**src/rtl/mips_memsys.sv**
```systemverilog
// Unified byte-wide program/data memory for the multicycle MIPS core with streaming loader and I/O window.
// Define MEMSYS_CHECKSUM_EN to treat the load_last byte as a mod-256 checksum of the stream.
module mips_memsys #(
    parameter int               WIDTH      = 8,
    parameter int               ADRBITS    = 8,
    parameter logic [WIDTH-1:0] IO_OUT_ADR = 8'hFF,
    parameter logic [WIDTH-1:0] HALT_ADR   = 8'hFE
) (
    input  logic             clk,
    input  logic             reset,
    input  logic             restart,
    input  logic             load_valid,
    output logic             load_ready,
    input  logic [WIDTH-1:0] load_data,
    input  logic             load_last,
    output logic             cpu_reset,
    input  logic [WIDTH-1:0] adr,
    input  logic [WIDTH-1:0] writedata,
    input  logic             memread,
    input  logic             memwrite,
    output logic [WIDTH-1:0] memdata,
    output logic [WIDTH-1:0] out_port,
    output logic             out_strobe,
    output logic             halted,
    output logic             load_ovf,
    output logic             err
);

    localparam int DEPTH = 1 << ADRBITS;

    typedef enum logic [1:0] {S_LOAD, S_RUN, S_HALT, S_ERROR} state_t;

    state_t             state_q, state_d;
    logic [ADRBITS-1:0] ptr_q, ptr_d;
    logic               cpu_reset_q, cpu_reset_d;
    logic [WIDTH-1:0]   out_port_q, out_port_d;
    logic               out_strobe_q, out_strobe_d;
    logic               halted_q, halted_d;
    logic               load_ovf_q, load_ovf_d;
`ifdef MEMSYS_CHECKSUM_EN
    logic               err_q, err_d;
    logic [WIDTH-1:0]   sum_q, sum_d;
`endif

    logic [WIDTH-1:0]   mem [DEPTH];
    logic               mem_we;
    logic [ADRBITS-1:0] mem_wa;
    logic [WIDTH-1:0]   mem_wd;

    logic [ADRBITS-1:0] adr_idx;
    logic               load_fire;
    logic               ptr_full;

    assign adr_idx    = adr[ADRBITS-1:0];
    assign load_ready = (state_q == S_LOAD) & ~restart;
    assign load_fire  = load_valid & load_ready;
    assign ptr_full   = &ptr_q;

    always_comb begin
        state_d      = state_q;
        ptr_d        = ptr_q;
        cpu_reset_d  = cpu_reset_q;
        out_port_d   = out_port_q;
        out_strobe_d = 1'b0;
        halted_d     = halted_q;
        load_ovf_d   = load_ovf_q;
        mem_we       = 1'b0;
        mem_wa       = adr_idx;
        mem_wd       = writedata;
`ifdef MEMSYS_CHECKSUM_EN
        err_d        = err_q;
        sum_d        = sum_q;
`endif
        if (restart) begin
            state_d     = S_LOAD;
            ptr_d       = '0;
            cpu_reset_d = 1'b1;
            halted_d    = 1'b0;
            load_ovf_d  = 1'b0;
`ifdef MEMSYS_CHECKSUM_EN
            err_d       = 1'b0;
            sum_d       = '0;
`endif
        end else begin
            case (state_q)
                S_LOAD: begin
                    if (load_fire) begin
`ifdef MEMSYS_CHECKSUM_EN
                        if (load_last) begin
                            if (load_data == sum_q) begin
                                state_d     = S_RUN;
                                cpu_reset_d = 1'b0;
                            end else begin
                                state_d = S_ERROR;
                                err_d   = 1'b1;
                            end
                        end else begin
                            mem_we = 1'b1;
                            mem_wa = ptr_q;
                            mem_wd = load_data;
                            sum_d  = sum_q + load_data;
                            if (ptr_full) begin
                                state_d    = S_ERROR;
                                err_d      = 1'b1;
                                load_ovf_d = 1'b1;
                            end else begin
                                ptr_d = ptr_q + 1'b1;
                            end
                        end
`else
                        mem_we = 1'b1;
                        mem_wa = ptr_q;
                        mem_wd = load_data;
                        // A byte landing in the top word ends the stream even without load_last.
                        if (load_last || ptr_full) begin
                            state_d     = S_RUN;
                            cpu_reset_d = 1'b0;
                        end
                        if (ptr_full && !load_last) begin
                            load_ovf_d = 1'b1;
                        end
                        if (!ptr_full) begin
                            ptr_d = ptr_q + 1'b1;
                        end
`endif
                    end
                end
                S_RUN: begin
                    if (memwrite) begin
                        if (adr == IO_OUT_ADR) begin
                            out_port_d   = writedata;
                            out_strobe_d = 1'b1;
                        end else if (adr == HALT_ADR) begin
                            state_d     = S_HALT;
                            cpu_reset_d = 1'b1;
                            halted_d    = 1'b1;
                        end else begin
                            mem_we = 1'b1;
                        end
                    end
                end
                default: ;
            endcase
        end
    end

    always_ff @(posedge clk or negedge reset) begin
        if (!reset) begin
            state_q      <= S_LOAD;
            ptr_q        <= '0;
            cpu_reset_q  <= 1'b1;
            out_port_q   <= '0;
            out_strobe_q <= 1'b0;
            halted_q     <= 1'b0;
            load_ovf_q   <= 1'b0;
`ifdef MEMSYS_CHECKSUM_EN
            err_q        <= 1'b0;
            sum_q        <= '0;
`endif
        end else begin
            state_q      <= state_d;
            ptr_q        <= ptr_d;
            cpu_reset_q  <= cpu_reset_d;
            out_port_q   <= out_port_d;
            out_strobe_q <= out_strobe_d;
            halted_q     <= halted_d;
            load_ovf_q   <= load_ovf_d;
`ifdef MEMSYS_CHECKSUM_EN
            err_q        <= err_d;
            sum_q        <= sum_d;
`endif
        end
    end

    // RAM contents survive reset so a partially loaded image stays visible.
    always_ff @(posedge clk) begin
        if (mem_we) begin
            mem[mem_wa] <= mem_wd;
        end
    end

    always_comb begin
        memdata = '0;
        if (memread && !cpu_reset_q) begin
            if (adr == IO_OUT_ADR) begin
                memdata = out_port_q;
            end else begin
                memdata = mem[adr_idx];
            end
        end
    end

    assign cpu_reset  = cpu_reset_q;
    assign out_port   = out_port_q;
    assign out_strobe = out_strobe_q;
    assign halted     = halted_q;
    assign load_ovf   = load_ovf_q;
`ifdef MEMSYS_CHECKSUM_EN
    assign err        = err_q;
`else
    assign err        = 1'b0;
`endif

endmodule

```
**config.mk**
```make
export PLATFORM = sky130hd
export DESIGN_NAME = mips_memsys
export DESIGN_NICKNAME = d
export VERILOG_FILES = /design/src/rtl/mips_memsys.sv
export SDC_FILE = /design/constraint.sdc
export NUM_CORES = 2
export LEC_CHECK = 0
export CORE_MARGIN = 2
export CORE_UTILIZATION = 57
export CTS_CLUSTER_DIAMETER = 100
export DETAILED_ROUTE_END_ITERATION = 8
export PLACE_DENSITY = 0.73
export SETUP_SLACK_MARGIN = 0.05
export SYNTH_ARGS = -nofsm -noshare
export SYNTH_HDL_FRONTEND = slang
export SYNTH_SLANG_ARGS = --single-unit
```
**constraint.sdc**
```tcl
create_clock -name clk -period 11.15 [get_ports clk]
set_clock_uncertainty 0.1 [all_clocks]
set_input_delay 2.23 -clock clk [delete_from_list [all_inputs] [get_ports clk]]
set_output_delay 2.23 -clock clk [all_outputs]
set_load 0.01 [all_outputs]
```
==> results.cfg <==
[status]
outcome = finished, final reports clean

[flow_run]
cap_violations = 0

[synthesis]
synth_fp_nets = 3825
syn-cell-area_um2 = 80900
synth_edf_count = 2048
synth-main-ff-cell = edfxtp_1
post_synth_num_cell_types = 64
avgSynthCellArea_um2 = 21.3
ys_ff_latch = 2070
synthArstFlopShare_pct = 1.06
synth-seq-area-share_pct = 76.7
yosys_warnings = 0
synth_cells = 3793

[global_routing]
grt_usage_pct = 27.4
grt_start_max_net_pins = 201
gr-total-overflow = 0
grt_pass1_wl_um = 285000
antenna_found_initial = 7
grt_pass1_vias = 39953

[power_and_ir_drop]
power.share.sequential_pct = 54.0
vdd_drop_max_uv = 155
power_density_nw_per_um2 = 178
pwr-share-clk_pct = 40.7
p_int_w = 0.0125
leakagePower_nw = 28.0
p_sw_share_pct = 21.8
share_comb_of_total_power_pct = 5.3
power_switching_w = 0.00348

[worst_setup_path]
cp_slowest_cell = a2111oi_0
max_stage_delay_ns = 0.89
critical_path_arrival_ns = 6.78
crit_path_cell_trace = buf_8 > buf_4 > buf_12 > mux4_2 > a22oi_1 > nand3_1 > a2111oi_0 > a211o_1 > a31oi_1 > clkdlybuf4s50_1
worst_setup_path_end_kind = output pin
critPathRequiredTime_ns = 8.82
path_class = in2out
cp_max_fo = 73
cp-start-kind = primary input

[cts]
clk_pin_slew_ns = 0.06
post_cts_buffers = 0
clk_path_buf_depth = 3
post_cts_resize_count = 0
cts_inserted_buffers = 200
cts_hold_buffers = 0
clk_latency_ns = 0.84
cts_tree = done
cts_root_buf = clkbuf_16
h-tree-depth = 4
cts.sinks = 2070

[sta]
final_hold_viol_count = 0
slew_viol_final = 0
period_share_pct = 81.7
fin_crit_ns = 9.11
worstMarginPinSlew_ns = 1.38
setup_violations = 0
slew_headroom_pct = 7.00
hold_slack_ns = 0.445
rsz0062_at_grt = false
max_freq_ghz = 0.110
tns_ns = 0

[drt]
drt_iter0_drc = 5636
wl_per_cell_um = 32.9
via_per_inst = 6.68
drtPass1Iterations = 6
routed_wl_um = 196000
route.detailed.drc = 0
via_count = 39942
drtAntennaViolNets = 0

[floorplan]
start_util_pct = 57.3
placement_rows = 138
die_y_um = 381
die_area_um2 = 145000
core_um2 = 141000
io_pins = 53
die_w_um = 381

[layout]
layout-drive-gt1-share_pct = 22.6
fillCellCount = 9291
final_nets = 3951
syn_to_final_growth_pct = 11.1

[placement]
port-buffer-count = 51
hpwl_um = 118000
gp_congestion = 0.899

[hold_path]
worstHoldPathType = reg2reg
registers in the layout (all words and copies together), names as in the netlist:
name,flops
out_strobe,1
load_ovf,1
state_q,2
out_port,8
mem,2048
cpu_reset,1
ptr_q,8
halted,1
metal layers:
metal,vias up,track usage [%],routed length [um]
met5,-,1.16,218
met2,2480,41.8,93100
met3,411,6.62,22000
li1,16078,-,-
met1,20961,38.8,73100
met4,12,10.7,7960
synth_stat cells (11+ instances only):
| library cell | instances | area, um2 |
|---|---|---|
| nand2_1 | 120 | 450 |
| nor3_1 | 22 | 110 |
| buf_1 | 11 | 41.3 |
| o22ai_1 | 40 | 250 |
| a221oi_1 | 21 | 184 |
| clkbuf_1 | 87 | 327 |
| buf_4 | 42 | 315 |
| edfxtp_1 | 2048 | 61500 |
| a21oi_1 | 19 | 95.1 |
| nand3_1 | 34 | 170 |
| a22oi_1 | 41 | 308 |
| mux4_2 | 517 | 11600 |
| mux2i_1 | 179 | 1790 |
| nor2b_1 | 13 | 81.3 |
| buf_6 | 18 | 203 |
| dfrtp_1 | 21 | 526 |
| buf_2 | 62 | 310 |
| nor2_1 | 293 | 1100 |
| o21ai_0 | 40 | 200 |
| o211ai_1 | 17 | 128 |
metrics by stage:
stage,util (%),power (W),std cells,area [um2],setup WS (ns)
6_report,63.6,0.0160,5979,89900,2.04
5_1_grt,63.6,0.0164,5975,89900,1.78
4_1_cts,63.6,0.0161,5975,89900,2.13
3_5_place_dp,59.1,0.00964,5607,83500,2.12
3_3_place_gp,59.1,0.00962,5606,83500,1.80
2_1_floorplan,-,0.00937,3793,80900,3.96
worst max-delay path, delay by kind of cell:
family,cells,cell delay [ns]
AOI/OAI and AO/OA,4,1.81
buffers and inverters,4,1.85
muxes,1,0.54
and+or+nand+nor,1,0.22
cells by family (layout without fill, tap and decap cells):
kind of cell,count (synthesis),count (layout),synth area share [%]
adder cells (fa/ha/maj),1,1,0.0155
XOR/XNOR,6,6,0.0650
AND/OR/NAND/NOR,535,535,2.82
AO/OA/AOI/OAI,244,244,2.12
other,1,5,0.00464
multiplexers,706,706,16.7
flip-flops,2070,2070,76.7
buffers and inverters,230,522,1.52
path summary, 6_finish.rpt:
path / start / endpoint / slack (ns) / cells after the start
max: adr[0] / memdata[6] / 2.04 / 10
min: cpu_reset$_DFFE_PN1P_ / cpu_reset$_DFFE_PN1P_ / 0.45 / 2
max reg2reg: state_q[1]$_DFFE_PN0P_ / mem[250][5]$_DFFE_PP_ / 6.30 / 6
min reg2reg: cpu_reset$_DFFE_PN1P_ / cpu_reset$_DFFE_PN1P_ / 0.45 / 2
max in group asynchronous: reset / cpu_reset$_DFFE_PN1P_ / 8.94 / 2
min in group asynchronous: reset / out_port[0]$_DFFE_PN0P_ / 1.69 / 2
final cells by class:
type / count / area, um2 / area share (%)
repair buffers: 144 / 1360 / 1.51
clock inverters: 114 / 1100 / 1.23
multi-input cells: 1493 / 17700 / 19.7
flip-flops and latches: 2070 / 62100 / 69.0
well taps: 1890 / 2360 / 2.63
clock buffers: 254 / 5210 / 5.79
diodes: 4 / 10.0 / 0.0111
inverters: 10 / 38.8 / 0.0432
layout by cell type, fill, tap and decap left out, drive strengths merged, types with 7 or more instances in the layout:
cell type | netlist | routed
edfxtp | 2048 | 2048
mux4 | 517 | 517
nor2 | 293 | 293
clkbuf | 87 | 254
mux2i | 179 | 179
nand2 | 120 | 120
buf | 133 | 99
clkinv | 0 | 88
clkdlybuf4s50 | 0 | 45
a22oi | 41 | 41
o21ai | 41 | 41
o22ai | 40 | 40
nand3 | 34 | 34
nor3 | 22 | 22
a221oi | 21 | 21
dfrtp | 21 | 21
a21oi | 19 | 19
o211ai | 17 | 17
inv | 10 | 17
nor2b | 13 | 13
bufinv | 0 | 12
mux2 | 10 | 10
a32oi | 9 | 9
nand4 | 7 | 7
clkinvlp | 0 | 7
power groups by stage:
stage	sequential (W)	clock (W)	combinational, W
after detailed placement	0.00880	0	0.000839
after global routing	0.00863	0.00687	0.000888
after global placement	0.00880	0	0.000820
final	0.00864	0.00651	0.000848
after CTS	0.00864	0.00658	0.000842
after floorplan	0.00886	0	0.000511
(Power assumes the default switching activity.)
